**src/rtl/dp_ram_fifo_ctrl_if.sv**
```systemverilog
// Client push/pop and RAM-port bundle for dp_ram_fifo_ctrl.
// Slave side is the controller; master side is the client/RAM environment.
interface dp_ram_fifo_ctrl_if #(
    parameter int DATA_WIDTH = 8,
    parameter int ADDR_WIDTH = 10
);
    logic                  i_push;
    logic [DATA_WIDTH-1:0] i_wdata;
    logic                  i_pop;
    logic [DATA_WIDTH-1:0] o_rdata;
    logic                  o_rvalid;
    logic                  o_full;
    logic                  o_empty;
    logic [ADDR_WIDTH:0]   o_count;
    logic                  o_afull;
    logic                  o_aempty;
    logic                  o_ovf;
    logic                  o_udf;
    logic [ADDR_WIDTH-1:0] o_ram_waddr;
    logic                  o_ram_wen;
    logic [DATA_WIDTH-1:0] o_ram_wdata;
    logic [ADDR_WIDTH-1:0] o_ram_raddr;
    logic                  o_ram_ren;
    logic [DATA_WIDTH-1:0] i_ram_rdata;

    modport slave (
        input  i_push, i_wdata, i_pop, i_ram_rdata,
        output o_rdata, o_rvalid, o_full, o_empty, o_count, o_afull, o_aempty,
               o_ovf, o_udf, o_ram_waddr, o_ram_wen, o_ram_wdata, o_ram_raddr, o_ram_ren
    );

    modport master (
        output i_push, i_wdata, i_pop, i_ram_rdata,
        input  o_rdata, o_rvalid, o_full, o_empty, o_count, o_afull, o_aempty,
               o_ovf, o_udf, o_ram_waddr, o_ram_wen, o_ram_wdata, o_ram_raddr, o_ram_ren
    );
endinterface

```
**src/rtl/dp_ram_fifo_ctrl.sv**
```systemverilog
// Single-clock FIFO controller for a dual-port RAM; almost flags under DP_RAM_FIFO_AFLAGS_EN.
// Latency: pop accepted in cycle N gives o_rvalid/o_rdata in cycle N+1 (RAM read is registered).
// Backpressure: push refused while full (sets o_ovf), pop refused while empty (sets o_udf).
module dp_ram_fifo_ctrl #(
    parameter int RAM_DEPTH     = 1024,
    parameter int DATA_WIDTH    = 8,
    parameter int ADDR_WIDTH    = 10,
    parameter int AFULL_THRESH  = RAM_DEPTH - 4,
    parameter int AEMPTY_THRESH = 4
) (
    input  logic                i_clk,
    input  logic                i_rst_n,
    dp_ram_fifo_ctrl_if.slave   bus
);
    localparam int CNT_W = ADDR_WIDTH + 1;

    typedef logic [DATA_WIDTH-1:0] word_t;
    typedef logic [ADDR_WIDTH-1:0] ptr_t;
    typedef logic [CNT_W-1:0]      cnt_t;

    localparam ptr_t PTR_LAST = ptr_t'(RAM_DEPTH - 1);
    localparam ptr_t PTR_ONE  = ptr_t'(1);
    localparam cnt_t CNT_ONE  = cnt_t'(1);
    localparam cnt_t CNT_FULL = cnt_t'(RAM_DEPTH);

    ptr_t wr_ptr_q, wr_ptr_d;
    ptr_t rd_ptr_q, rd_ptr_d;
    cnt_t count_q, count_d;
    logic full_q, full_d;
    logic empty_q, empty_d;
    logic rvalid_q, rvalid_d;
    logic ovf_q, ovf_d;
    logic udf_q, udf_d;
    logic push_ok, pop_ok;

    // Accept decisions use only registered status, so no push-to-pop bypass exists.
    assign push_ok = bus.i_push & ~full_q;
    assign pop_ok  = bus.i_pop  & ~empty_q;

    always_comb begin
        wr_ptr_d = wr_ptr_q;
        rd_ptr_d = rd_ptr_q;
        count_d  = count_q;
        if (push_ok) begin
            wr_ptr_d = (wr_ptr_q == PTR_LAST) ? '0 : wr_ptr_q + PTR_ONE;
        end
        if (pop_ok) begin
            rd_ptr_d = (rd_ptr_q == PTR_LAST) ? '0 : rd_ptr_q + PTR_ONE;
        end
        case ({push_ok, pop_ok})
            2'b10:   count_d = count_q + CNT_ONE;
            2'b01:   count_d = count_q - CNT_ONE;
            default: count_d = count_q;
        endcase
        full_d   = (count_d == CNT_FULL);
        empty_d  = (count_d == '0);
        rvalid_d = pop_ok;
        ovf_d    = ovf_q | (bus.i_push & full_q);
        udf_d    = udf_q | (bus.i_pop & empty_q);
    end

    always_ff @(posedge i_clk or negedge i_rst_n) begin
        if (!i_rst_n) begin
            wr_ptr_q <= '0;
            rd_ptr_q <= '0;
            count_q  <= '0;
            full_q   <= 1'b0;
            empty_q  <= 1'b1;
            rvalid_q <= 1'b0;
            ovf_q    <= 1'b0;
            udf_q    <= 1'b0;
        end else begin
            wr_ptr_q <= wr_ptr_d;
            rd_ptr_q <= rd_ptr_d;
            count_q  <= count_d;
            full_q   <= full_d;
            empty_q  <= empty_d;
            rvalid_q <= rvalid_d;
            ovf_q    <= ovf_d;
            udf_q    <= udf_d;
        end
    end

    localparam cnt_t AFULL_C  = cnt_t'(AFULL_THRESH);
    localparam cnt_t AEMPTY_C = cnt_t'(AEMPTY_THRESH);

`ifdef DP_RAM_FIFO_AFLAGS_EN
    logic afull_q, afull_d;
    logic aempty_q, aempty_d;

    always_comb begin
        afull_d  = (count_d >= AFULL_C);
        aempty_d = (count_d <= AEMPTY_C);
    end

    always_ff @(posedge i_clk or negedge i_rst_n) begin
        if (!i_rst_n) begin
            afull_q  <= 1'b0;
            aempty_q <= 1'b1;
        end else begin
            afull_q  <= afull_d;
            aempty_q <= aempty_d;
        end
    end

    assign bus.o_afull  = afull_q;
    assign bus.o_aempty = aempty_q;
`else
    // Thresholds only matter when the almost flags are built.
    logic unused_thresh;
    assign unused_thresh = ^{AFULL_C, AEMPTY_C};
    assign bus.o_afull   = 1'b0;
    assign bus.o_aempty  = 1'b0;
`endif

    assign bus.o_ram_wen   = push_ok;
    assign bus.o_ram_waddr = wr_ptr_q;
    assign bus.o_ram_wdata = word_t'(bus.i_wdata);
    assign bus.o_ram_ren   = pop_ok;
    assign bus.o_ram_raddr = rd_ptr_q;
    assign bus.o_rdata     = word_t'(bus.i_ram_rdata);
    assign bus.o_rvalid    = rvalid_q;
    assign bus.o_count     = count_q;
    assign bus.o_full      = full_q;
    assign bus.o_empty     = empty_q;
    assign bus.o_ovf       = ovf_q;
    assign bus.o_udf       = udf_q;
endmodule

```
**src/flat_wrapper.sv**
```systemverilog
// flat-port wrapper written by rule: the top's interface ports become plain ports
module dp_ram_fifo_ctrl_flat 
#(
    parameter int RAM_DEPTH     = 1024,
    parameter int DATA_WIDTH    = 8,
    parameter int ADDR_WIDTH    = 10,
    parameter int AFULL_THRESH  = RAM_DEPTH - 4,
    parameter int AEMPTY_THRESH = 4
)
  (i_clk, i_rst_n, bus_i_push, bus_i_wdata, bus_i_pop, bus_i_ram_rdata, bus_o_rdata, bus_o_rvalid, bus_o_full, bus_o_empty, bus_o_count, bus_o_afull, bus_o_aempty, bus_o_ovf, bus_o_udf, bus_o_ram_waddr, bus_o_ram_wen, bus_o_ram_wdata, bus_o_ram_raddr, bus_o_ram_ren);
  dp_ram_fifo_ctrl_if #(.DATA_WIDTH(DATA_WIDTH), .ADDR_WIDTH(ADDR_WIDTH)) bus_i ();
  input  logic i_clk;
  input  logic i_rst_n;
  input wire logic [$bits(bus_i.i_push)-1:0] bus_i_push;
  input wire logic [$bits(bus_i.i_wdata)-1:0] bus_i_wdata;
  input wire logic [$bits(bus_i.i_pop)-1:0] bus_i_pop;
  input wire logic [$bits(bus_i.i_ram_rdata)-1:0] bus_i_ram_rdata;
  output wire logic [$bits(bus_i.o_rdata)-1:0] bus_o_rdata;
  output wire logic [$bits(bus_i.o_rvalid)-1:0] bus_o_rvalid;
  output wire logic [$bits(bus_i.o_full)-1:0] bus_o_full;
  output wire logic [$bits(bus_i.o_empty)-1:0] bus_o_empty;
  output wire logic [$bits(bus_i.o_count)-1:0] bus_o_count;
  output wire logic [$bits(bus_i.o_afull)-1:0] bus_o_afull;
  output wire logic [$bits(bus_i.o_aempty)-1:0] bus_o_aempty;
  output wire logic [$bits(bus_i.o_ovf)-1:0] bus_o_ovf;
  output wire logic [$bits(bus_i.o_udf)-1:0] bus_o_udf;
  output wire logic [$bits(bus_i.o_ram_waddr)-1:0] bus_o_ram_waddr;
  output wire logic [$bits(bus_i.o_ram_wen)-1:0] bus_o_ram_wen;
  output wire logic [$bits(bus_i.o_ram_wdata)-1:0] bus_o_ram_wdata;
  output wire logic [$bits(bus_i.o_ram_raddr)-1:0] bus_o_ram_raddr;
  output wire logic [$bits(bus_i.o_ram_ren)-1:0] bus_o_ram_ren;
  assign bus_i.i_push = bus_i_push;
  assign bus_i.i_wdata = bus_i_wdata;
  assign bus_i.i_pop = bus_i_pop;
  assign bus_i.i_ram_rdata = bus_i_ram_rdata;
  assign bus_o_rdata = bus_i.o_rdata;
  assign bus_o_rvalid = bus_i.o_rvalid;
  assign bus_o_full = bus_i.o_full;
  assign bus_o_empty = bus_i.o_empty;
  assign bus_o_count = bus_i.o_count;
  assign bus_o_afull = bus_i.o_afull;
  assign bus_o_aempty = bus_i.o_aempty;
  assign bus_o_ovf = bus_i.o_ovf;
  assign bus_o_udf = bus_i.o_udf;
  assign bus_o_ram_waddr = bus_i.o_ram_waddr;
  assign bus_o_ram_wen = bus_i.o_ram_wen;
  assign bus_o_ram_wdata = bus_i.o_ram_wdata;
  assign bus_o_ram_raddr = bus_i.o_ram_raddr;
  assign bus_o_ram_ren = bus_i.o_ram_ren;
  dp_ram_fifo_ctrl #(.RAM_DEPTH(RAM_DEPTH), .DATA_WIDTH(DATA_WIDTH), .ADDR_WIDTH(ADDR_WIDTH), .AFULL_THRESH(AFULL_THRESH), .AEMPTY_THRESH(AEMPTY_THRESH)) u_core (.i_clk(i_clk), .i_rst_n(i_rst_n), .bus(bus_i));
endmodule
```
**config.mk**
```make
export PLATFORM = sky130hd
export DESIGN_NAME = dp_ram_fifo_ctrl_flat
export DESIGN_NICKNAME = d
export VERILOG_FILES = /design/src/rtl/dp_ram_fifo_ctrl_if.sv /design/src/rtl/dp_ram_fifo_ctrl.sv /design/src/flat_wrapper.sv
export SDC_FILE = /design/constraint.sdc
export NUM_CORES = 1
export LEC_CHECK = 0
export ABC_AREA = 1
export CAP_MARGIN = 40
export CORE_MARGIN = 3
export CORE_UTILIZATION = 50
export CTS_BUF_LIST = sky130_fd_sc_hd__clkbuf_8
export DETAILED_ROUTE_END_ITERATION = 10
export DONT_BUFFER_PORTS = 1
export GPL_ROUTABILITY_DRIVEN = 0
export SLEW_MARGIN = 20
export SYNTH_ARGS = -nofsm -noshare
export SYNTH_HDL_FRONTEND = slang
export SYNTH_SLANG_ARGS = --single-unit
```
**constraint.sdc**
```tcl
create_clock -name i_clk -period 3.15 [get_ports i_clk]
set_input_delay 0.63 -clock i_clk [delete_from_list [all_inputs] [get_ports i_clk]]
set_output_delay 0.63 -clock i_clk [all_outputs]
set_load 0.02 [all_outputs]
```
Word-level counts from Yosys, hierarchy flattened
Cells that the tools add are included. Widths: inputs -> output; s select.

$add $sub $neg: 4. Equal/unequal tests: 5. Muxes and demuxes: 3. Bitwise operators: 8. Reduce and logical (&&, ||, !) cells: 1.

Operator list (count): $pmux 11 s2 (1); $add 10x1->10 const B (2); $eq 10x10->1 const B (2); $mux 10 (2); $add 11x1->11 const B (1); $eq 11x11->1 const B (1); $logic_not 11->1 (1); $sub 11x1->11 const B (1); $and 1x1->1 (4); $eq 2x1->1 const B (1); $eq 2x2->1 const B (1); $not 1->1 (2); $or 1x1->1 (2).

Bits in registers: 36. Input bits: 20. Output and inout port bits: 56. Word-level logic and storage cells: 29.

Longest topological paths before layout
Gate-level depths: netlist of the first run.

Depth in word-level cells: 5. Mapped depth: 19.

Worst setup path after synthesis of the first run
OpenSTA, ideal clock, no wires.

Kind: input-to-reg. Start point: input bus_i_push. End point: register u_core.empty_q (netlist: u_core.bus.o_empty). Setup time: 82 ps. Data arrival time: 2380 ps. Data required time: 3068 ps. Path slack: 688 ps. Stages: 17. Path buffers: 3. Cells stage by stage: nand2_2 > buf_6 > buf_6 > ha_1 > buf_2 > nand2_1 > inv_1 > or2_2 > nand3_1 > nand2_1 > nand2_1 > nand3_1 > nand3_1 > nand2_2 > clkinv_1 > nand3_2 > nor3_1.

Word-level cells in the longest chain between the ends: 4. Elaborated cells on any way between the ends: 5. Those cells by class: eq/ne (2); mux (1); bitwise (1); reduce/logical (1).

Ends and longest elaborated chain: start: declaration (RTL line flat_wrapper.sv:14) `input wire logic [$bits(bus_i.i_push)-1:0] bus_i_push;`; $and 1x1->1 * (RTL line dp_ram_fifo_ctrl.sv:37) `assign push_ok = bus.i_push & ~full_q;`; $eq 2x1->1 / $eq 2x2->1 (equally long branches) (RTL line dp_ram_fifo_ctrl.sv:50) `case ({push_ok, pop_ok})`; $pmux 11 s2 * (RTL line dp_ram_fifo_ctrl.sv:50); via u_core.count_d[8] (RTL line dp_ram_fifo_ctrl.sv:28) `cnt_t count_q, count_d;`; $logic_not 11->1 * (RTL line dp_ram_fifo_ctrl.sv:56) `empty_d = (count_d == '0);`; via u_core.empty_d (RTL line dp_ram_fifo_ctrl.sv:30) `logic empty_q, empty_d;`; end signal: assignment (RTL line dp_ram_fifo_ctrl.sv:77) `empty_q <= empty_d;`; end: declaration (RTL line dp_ram_fifo_ctrl.sv:30).

The timed path passes the listed nets; every way through them passes the cells marked *. A chain may end at the register's enable or synchronous reset.

Worst setup path after layout of the first run
Start point: register u_core.full_q (netlist: u_core.bus.o_full). End point: register u_core.empty_q (netlist: u_core.bus.o_empty).

Word-level cells in the longest chain between the ends: 5. Elaborated cells on any way between the ends: 6. Those cells by class: eq/ne (2); mux (1); bitwise (2); reduce/logical (1).

Ends and longest elaborated chain: start: declaration (RTL line dp_ram_fifo_ctrl.sv:29) `logic full_q, full_d;`; start signal: assignment (RTL line dp_ram_fifo_ctrl.sv:76) `full_q <= full_d;`; $not 1->1 * (RTL line dp_ram_fifo_ctrl.sv:37); $and 1x1->1 * (RTL line dp_ram_fifo_ctrl.sv:37); $eq 2x1->1 / $eq 2x2->1 (equally long branches) (RTL line dp_ram_fifo_ctrl.sv:50); $pmux 11 s2 * (RTL line dp_ram_fifo_ctrl.sv:50); $logic_not 11->1 * (RTL line dp_ram_fifo_ctrl.sv:56); via u_core.empty_d (RTL line dp_ram_fifo_ctrl.sv:30).

Marked as above.

==> results of run 1 <==
[worst register-to-register path: stages (launching register included)]
cell and delay, ps:
dfrtp_1 480, inv_2 100, nand2_2 180, ha_1 400
nand2_1 100, inv_1 50, or2_2 310, nand3_1 120
nand2_1 80, nand2_1 60, nand3_1 90, nand2_1 100
nand3_1 80, nor2_1 90, nand3_1 110, nor3_1 150
[registers in the layout (all words and copies together), names as in the netlist]
signal	flops
u_core.bus.o_ram_waddr	10
u_core.bus.o_udf	1
u_core.bus.o_count	11
u_core.bus.o_ram_raddr	10
u_core.bus.o_ovf	1
u_core.bus.o_full	1
u_core.bus.o_empty	1
u_core.bus.o_rvalid	1
[final timing paths]
check	startpoint	endpoint	cells after the start
min in group i_clk	bus_i_push	u_core.bus.o_ovf	2
worst max-delay path	u_core.bus.o_full	u_core.bus.o_empty	15
worst min-delay path	i_rst_n	u_core.bus.o_ram_raddr[0]	0
worst max register to register	u_core.bus.o_full	u_core.bus.o_empty	15
max in group asynchronous	i_rst_n	u_core.bus.o_empty	0
worst min register to register	u_core.bus.o_empty	u_core.bus.o_udf	2
[cells in the final DEF, fill, tap and decap left out]
master     count
conb_1         2
dfrtp_1       35
xor2_1         7
nand3_1       42
nor3_1         7
nor2_1        25
clkinv_1       2
nor3b_1        2
bufinv_16      3
buf_4          7
nor4_1         1
a21boi_0       1
a221oi_1       2
nand3b_1       3
clkbuf_8       5
ha_1           4
dfstp_2        1
nor2_4         1
nand2_1      104
o22ai_1        1
and3_1         1
o21ai_1        2
nor2_2         2
nand3_2        4
a21oi_1        3
inv_1         47
xnor2_1        5
a211oi_1       1
o21bai_1       4
nand2_2        8
nand2_4        1
inv_2          3
or2_2          1
o21ai_0        5
nand4_1        3
[cell families after synthesis]
logic type,after synthesis,synth area share
AND/OR/NAND/NOR,205,0.371
buffers and inverters,78,0.157
flip-flops,36,0.360
AO/OA/AOI/OAI,19,0.0475
XOR/XNOR,12,0.0420
adder cells (fa/ha/maj),4,0.0200
other,1,0.00150
[report_power, final]
| group | switching, mW | internal, mW |
|---|---|---|
| Combinational | 0.518 | 0.291 |
| Sequential | 0.415 | 0.620 |
| Clock | 0.170 | 0.396 |
[final cells by class]
class | count | area (µm²) | share of cell area
Inverter | 52 | 195 | 0.0750
Clock buffer | 5 | 68.8 | 0.0264
Tap cell | 67 | 83.8 | 0.0322
Timing Repair Buffer | 7 | 52.6 | 0.0202
Clock inverter | 3 | 90.1 | 0.0346
Sequential cell | 36 | 902 | 0.346
Multi-Input combinational cell | 242 | 1210 | 0.465
[metrics by stage]
| step | hold WS (ps) | instances |
|---|---|---|
| after floorplan | 334 | 356 |
| after global placement | 335 | 404 |
| after detailed placement | 335 | 404 |
| after CTS | 18.1 | 412 |
| after global routing | 5.83 | 412 |
| final | 27.8 | 412 |
[layer usage]
| layer | up-vias | global-route usage | share of wire |
|---|---|---|---|
| met5 | - | 0 | 0 |
| met4 | 0 | 0.0924 | 0.023 |
| met3 | 15 | 0.0493 | 0.069 |
| met2 | 71 | 0.318 | 0.45 |
| met1 | 940 | 0.262 | 0.46 |
| li1 | 1071 | - | - |
==> metrics.txt, run 1 <==
status finished, final reports clean; largest area contributor in the netlist dfrtp_1; pin count of the biggest net entering global routing 37; flops & latches, synth 36; Final period util 0.819; clock skew roughly 5.7 ps; gr usage total 0.202; Unique masters post-synth 36; H-Tree Depth 2; setup TNS 0 ps; area fraction of the dominant cell type after synthesis 0.350; grt ovf 0; R2R Setup Slk ~570 ps; area growth from synthesis to layout 4.00%; number of synthesized flops with an enable pin 0; Least-Margin Pin Slew 575 ps; max_cap viols 0; number of global-route vias before repair 2074; drt first pass iters 4; crit path max fanout 12; worst-path cell chain inv_2 -> nand2_2 -> ha_1 -> nand2_1 -> inv_1 -> or2_2 -> nand3_1 -> nand2_1 -> nand2_1 -> nand3_1 -> nand2_1 -> nand3_1 -> nor2_1 -> nand3_1 -> nor3_1; cts repair resizes 0; Die Y-Extent 76.8 µm; synth top area cells dfrtp_1 35%, nand2_1 16%, nand3_1 8.4%; slowest stage delay, CP between 400 and 500 ps; fin nets between 300 and 400; Synth Flop Type dfrtp_1; DRC Markers 0; cts hold-fix bufs 0; crit path capture type flop; Mapped Cells approximately 360; cts bufs inserted 5; port bufs 0; CP startpoint kind flop; setup ws final 570 ps; WP data arrival 2790 ps; Mapped Area between 2000 and 3000 µm²; Clock Pin Slew Worst Setup and Hold Paths around 80 ps; number of buffers added for setup after CTS 0; Filler cells between 400 and 500; DR vias/cell around 5.1; Pins Over Slew Limit 0; Core Region 4790 µm²; CTS sink cnt 36; DR iter-0 viols 71; CP bufs+invs 2; cell family with most CP delay simple AND/OR/NAND/NOR gates; Clock Path Buffers 2; Final Core Density 0.544; Commonest cells post-synth 104 x nand2_1, 47 x inv_1, 42 x nand3_1; DP Worst Slack between 500 and 600 ps; minimum clock period around 2600 ps; HPWL Detailed 4.30 mm; Synth Warn # 0; clk_lat worst skew slightly below 300 ps; antenna cells 0; Via Count about 2100; RSZ-0062 raised after global routing false; I/O Pins 76; post-route ant nets 0; Final Cell Area around 2600 µm²; critical path data required time between 3000 and 4000 ps; Post-Syn Area per Cell roughly 7.1 µm²; LEAKAGE 1.38 nW; Cell Rows 25; WL/cell roughly 14 µm; Starting Density 0.523; slowest cell on the critical path dfrtp_1; Worst slew margin 0.613; first-pass GRT wire length approximately 9.6 mm; placed instance area 2440 µm²; CTS tree built; WL final 5.57 mm; die width approximately 77 µm; layout cells sized above 1 0.104; asr flop ratio synth 1.00; post-layout power ~2.4 mW; Final setup viols 0; final hold vios 0; root buffer cell clkbuf_8; initial antenna violation count 0; hold crit path type in2async; die area approximately 6000 µm²; critical path type reg2reg; Peak VDD IR between 0.5 and 0.6 mV; top-count cell post-synth nand2_1; sequential fraction of the synthesis area 0.360; Fmax 0.388 GHz; total power divided by cell area between 900 and 1000 nW/µm²
No activity file was read; power rests on OpenSTA's default activity.
==> run 2: changes to the inputs <==
==> constraint.sdc (replaced) <==
create_clock -name i_clk -period 2.5 [get_ports i_clk]
set_input_delay 0.5 -clock i_clk [delete_from_list [all_inputs] [get_ports i_clk]]
set_output_delay 0.5 -clock i_clk [all_outputs]
set_load 0.02 [all_outputs]
==> run 2 against run 1 <==
Flip-flop and latch count is the same; register-to-register slack worse by 310 ps; highest routed layer unchanged; global-route usage is 0.27 points lower; largest cell class unchanged; cell count grew 1.2%; non-clock buffer count increased by 5; clock-buffer cell count unchanged; worst setup slack got worse by 310 ps; critical path depth is the same; critical endpoint unchanged.
==> metrics.txt, run 2 (synthesis gave the netlist of run 1 again) <==
status finished, final reports clean (unchanged); Via Count 2123 (was 2097); minimum clock period 2240 ps (was 2580 ps); WL final 5.53 mm (was 5.57 mm); DRC Markers 0 (unchanged); port bufs 0 (unchanged); antenna cells 0 (unchanged); hold crit path type in2async (unchanged); final hold vios 0 (unchanged); Final Core Density 0.549 (was 0.544); HPWL Detailed 4.16 mm (was 4.30 mm); Least-Margin Pin Slew 562 ps (was 575 ps); highest routed layer met4 (unchanged); layout cells sized above 1 0.129 (was 0.104); pin count of the biggest net entering global routing 36 (was 37); max_cap viols 0 (unchanged); crit path max fanout 8 (was 12); max reg flops 11 (unchanged); first-pass GRT wire length 9.62 mm (unchanged); commonest non-fill, non-tap cells in the layout 104 x nand2_1, 47 x inv_1, 41 x nand3_1 (was 104 x nand2_1, 47 x inv_1, 42 x nand3_1); Final period util 0.897 (was 0.819); Pins Over Slew Limit 0 (unchanged); I/O Pins 76 (unchanged); fin nets 373 (was 368); Final Cell Area 2630 µm² (was 2600 µm²); WL/cell 13.3 µm (was 13.5 µm); placed instance area 2470 µm² (was 2440 µm²); CP startpoint kind flop (unchanged); Clock Path Buffers 2 (unchanged); Worst slew margin 0.622 (was 0.613); die area 5890 µm² (unchanged); clock skew 4.90 ps (was 5.72 ps); critical path data required time 2720 ps (was 3360 ps); Fmax 0.446 GHz (was 0.388 GHz); root buffer cell clkbuf_8 (unchanged); gr usage total 0.200 (was 0.202); M1 WL 2.59 mm (was 2.58 mm); die width 76.8 µm (unchanged); initial antenna violation count 0 (unchanged); DR iter-0 viols 116 (was 71); total power divided by cell area 1090 nW/µm² (was 926 nW/µm²); CTS tree built (unchanged); WL met3 408 µm (was 385 µm); Peak VDD IR 0.460 mV (was 0.503 mV); post-route ant nets 0 (unchanged); setup TNS 0 ps (unchanged); clk_lat worst skew 290 ps (about the same); met2 WL 2.49 mm (was 2.48 mm); crit path capture type flop (unchanged); Starting Density 0.523 (unchanged); grt ovf 0 (unchanged); critical path type reg2reg (unchanged); LEAKAGE 1.39 nW (was 1.38 nW); Cell Rows 25 (unchanged); cts bufs inserted 5 (unchanged); number of global-route vias before repair 2087 (was 2074); Clock Pin Slew Worst Setup and Hold Paths 80 ps (about the same); Die Y-Extent 76.8 µm (unchanged); Final setup viols 0 (unchanged); area growth from synthesis to layout 5.00% (was 4.00%); drt first pass iters 5 (was 4); commonest non-fill, non-tap cell in the layout nand2_1 (unchanged); DR vias/cell 5.09 (about the same); RSZ-0062 raised after global routing false (unchanged); Core Region 4790 µm² (unchanged); CTS sink cnt 36 (unchanged); H-Tree Depth 2 (unchanged); WP data arrival 2460 ps (was 2790 ps)
-- run 2: cell count changes in the layout (fill, tap and decap cells not counted), sizes merged --
cell	delta
clkinv	+1
buf	+5
bufinv	-2
clkinvlp	+1
-- run 2: timing repair --
item | in CTS | in global routing
hold buffers | 1 | 0
resized for setup | 0 | 5
setup endpoints to repair | 0 | 2
endpoints found under the hold margin | 35 | 0
buffers inserted | 0 | 1
-- run 2: area by class of cell --
type | instances | area (µm²)
clock buffer | 5 | 68.8
multi-input combinational | 242 | 1230
sequential | 36 | 902
timing repair buffer | 12 | 103
inverter | 52 | 195
clock inverter | 3 | 42.5
fill | 467 | 2160
tap | 67 | 83.8
-- run 2: metrics by stage --
stage | cells | worst slack, ps | power, mW | hold WS, ps
floorplan | 356 | 123 | 2.11 | 204
global placement | 407 | 152 | 2.32 | 205
detailed placement | 407 | 101 | 2.33 | 205
CTS | 416 | 229 | 2.88 | 36.9
global route | 417 | 16.9 | 3.13 | 31.9
finish | 417 | 258 | 2.86 | 31.9
-- run 2: path summary, 6_finish.rpt --
| check | from | to | slack, ps | cells after the start |
|---|---|---|---|---|
| setup / recovery | u_core.bus.o_empty | u_core.bus.o_empty | 260 | 15 |
| hold / removal | i_rst_n | u_core.bus.o_ram_raddr[5] | 30 | 1 |
| setup reg to reg | u_core.bus.o_empty | u_core.bus.o_empty | 260 | 15 |
| hold reg to reg | u_core.bus.o_full | u_core.bus.o_ovf | 580 | 2 |
| max in group asynchronous | i_rst_n | u_core.bus.o_count[5] | 2280 | 1 |
| min in group i_clk | bus_i_push | u_core.bus.o_ovf | 370 | 2 |
-- run 2: critical path, cell delays in order (launching register included) --
cell and delay (ps):
dfstp_2 390, nor2_4 220, nand2_4 70, nand2_1 70
nand2_2 70, ha_1 170, or2_2 350, nand3_1 120
nand2_1 70, nand2_1 50, nand3_1 60, nand2_1 100
nand3_1 90, nor2_1 120, nand3_2 110, nor3_2 130
-- run 2: report_power, final --
part           internal [mW]  total [mW]  switching, mW
combinational          0.381        1.07          0.685
clock                  0.295       0.518          0.223
sequential             0.782        1.28          0.495
-- run 2: layer usage --
metal  vias to the layer above  track usage
met5                         -            0
met1                       967        0.262
li1                       1082            -
met2                        65        0.315
met4                         0       0.0743
met3                         9       0.0516
==> run 3: changes to the inputs <==
--- a/config.mk
+++ b/config.mk
@@ -13,6 +13,7 @@
 export DETAILED_ROUTE_END_ITERATION = 10
 export DONT_BUFFER_PORTS = 1
 export GPL_ROUTABILITY_DRIVEN = 0
+export MAX_ROUTING_LAYER = met4
 export SLEW_MARGIN = 20
 export SYNTH_ARGS = -nofsm -noshare
 export SYNTH_HDL_FRONTEND = slang
==> run 3 against run 2 <==
Cell area did not move; first-iteration DRC count did not move; via count rose by 0.19%; wire length barely moved; combinational power barely moved; non-clock buffer count did not move; worst hold slack barely moved; largest cell class unchanged; largest power group unchanged.
==> metrics.txt, run 3 (synthesis gave the netlist of run 1 again) <==
GR Util met1 0.260 (was 0.262); max reg flops 11 (unchanged); Starting Density 0.523 (unchanged); post-route ant nets 0 (unchanged); critical path data required time 2720 ps (about the same); clk_lat worst skew 290 ps (about the same); CTS tree built (unchanged); first-pass GRT wire length 9.62 mm (unchanged); final hold vios 0 (unchanged); commonest non-fill, non-tap cells in the layout 104 x nand2_1, 47 x inv_1, 41 x nand3_1 (unchanged); DR iter-0 viols 116 (unchanged); DP Worst Slack 101 ps (unchanged); WP data arrival 2460 ps (about the same); Least-Margin Pin Slew 562 ps (about the same); drt first pass iters 5 (unchanged); Fmax 0.446 GHz (about the same); Worst R2R Path Depth 15 (unchanged); internal power 1.46 mW (about the same); DRC Markers 0 (unchanged); worst-path cell chain nor2_4 -> nand2_4 -> nand2_1 -> nand2_2 -> ha_1 -> or2_2 -> nand3_1 -> nand2_1 -> nand2_1 -> nand3_1 -> nand2_1 -> nand3_1 -> nor2_1 -> nand3_2 -> nor3_2 (unchanged); die area 5890 µm² (unchanged); Psw 1.40 mW (about the same); Final Non-Filler Cells 417 (unchanged); Cell Rows 25 (unchanged); GRT met3 Usage 0.0516 (unchanged); minimum clock period 2240 ps (about the same); most frequent CP cell nand2_1 (unchanged); RSZ-0062 raised after global routing false (unchanged); gr usage total 0.205 (was 0.200); max_cap viols 0 (unchanged); CP bufs+invs 0 (unchanged); crit path max fanout 8 (unchanged); slowest cell on the critical path dfstp_2 (unchanged); area growth from synthesis to layout 5.00% (unchanged); die width 76.8 µm (unchanged); status finished, final reports clean (unchanged); commonest non-fill, non-tap cell in the layout nand2_1 (unchanged); total power divided by cell area 1090 nW/µm² (about the same); number of global-route vias before repair 2090 (was 2087); cts bufs inserted 5 (unchanged); Reg power frac 0.446 (about the same); I/O Pins 76 (unchanged); Clock Pin Slew Worst Setup and Hold Paths 80 ps (about the same); port bufs 0 (unchanged); H-Tree Depth 2 (unchanged); post-layout power 2.86 mW (about the same); pin count of the biggest net entering global routing 36 (unchanged); Via Count 2127 (was 2123); CP startpoint kind flop (unchanged); GR Layer Usage met2 0.316 (was 0.315); Core Region 4790 µm² (unchanged); Pins Over Slew Limit 0 (unchanged); Net Sw Frac 0.490 (about the same); antenna cells 0 (unchanged); Final setup viols 0 (unchanged); crit path capture type flop (unchanged); slowest stage delay, CP 390 ps (about the same); layout cells sized above 1 0.129 (unchanged); root buffer cell clkbuf_8 (unchanged); Final period util 0.897 (about the same); DR vias/cell 5.10 (was 5.09); CTS sink cnt 36 (unchanged); HPWL Detailed 4.16 mm (unchanged); setup TNS 0 ps (unchanged); Die Y-Extent 76.8 µm (unchanged); LEAKAGE 1.39 nW (unchanged); WL final 5.53 mm (about the same); Gate power share 0.373 (about the same); Peak VDD IR 0.460 mV (about the same); CP Depth 15 (unchanged); initial antenna violation count 0 (unchanged); clock skew 4.87 ps (was 4.90 ps); WL/cell 13.3 µm (about the same); Clock Path Buffers 2 (unchanged); cell family with most CP delay simple AND/OR/NAND/NOR gates (unchanged); Placed Instances 407 (unchanged); Clk pwr share 0.181 (about the same); Worst slew margin 0.622 (unchanged); critical path type reg2reg (unchanged); Filler cells 467 (unchanged); grt ovf 0 (unchanged); hold crit path type in2async (unchanged); setup ws final 257 ps (was 258 ps); fin nets 373 (unchanged); Top Usage Layer GRT met2 (unchanged)
==> run 3: cell counts in the layout (fill, tap and decap cells not counted) <==
No cell type changed its count.
==> run 3: area by class of cell <==
cell class	instances	area, µm²	area share
Timing Repair Buffer	12	103	0.0390
Sequential cell	36	902	0.343
Inverter	52	195	0.0743
Multi-Input combinational cell	242	1230	0.469
Clock inverter	3	42.5	0.0162
Tap cell	67	83.8	0.0319
Clock buffer	5	68.8	0.0262
==> run 3: per-stage QoR <==
| stage | util | hold WS [ps] | instance area (µm²) |
|---|---|---|---|
| 2_1_floorplan | - | 204 | 2510 |
| 3_3_place_gp | 0.516 | 205 | 2470 |
| 3_5_place_dp | 0.516 | 205 | 2470 |
| 4_1_cts | 0.543 | 36.9 | 2600 |
| 5_1_grt | 0.549 | 31.9 | 2630 |
| 6_report | 0.549 | 31.9 | 2630 |
==> run 3: worst paths after layout <==
check | slack [ps] | endpoint | from
worst max-delay path | 260 | u_core.bus.o_empty | u_core.bus.o_empty
worst min-delay path | 30 | u_core.bus.o_ram_raddr[5] | i_rst_n
worst max register to register | 260 | u_core.bus.o_empty | u_core.bus.o_empty
worst min register to register | 580 | u_core.bus.o_ovf | u_core.bus.o_full
max in group asynchronous | 2280 | u_core.bus.o_count[5] | i_rst_n
min in group i_clk | 370 | u_core.bus.o_ovf | bus_i_push
==> run 3: what timing repair did <==
item	CTS	global route
resized for setup	0	5
hold endpoints to repair	35	0
endpoints found under the setup margin	0	2
hold buffers	1	0
setup buffers	0	1
==> run 3: power by group through the flow <==
stage	Clock, mW	Combinational, mW	Sequential [mW]
3_5_place_dp	0	1.03	1.29
2_1_floorplan	0	0.872	1.23
5_1_grt	0.557	1.25	1.32
3_3_place_gp	0	1.03	1.29
4_1_cts	0.537	1.06	1.28
6_report	0.518	1.07	1.28
==> run 3: layer usage <==
metal,vias to the layer above,wire [µm]
li1,1082,-
met1,970,2580
met2,66,2490
met3,9,416
met4,0,45
met5,-,0
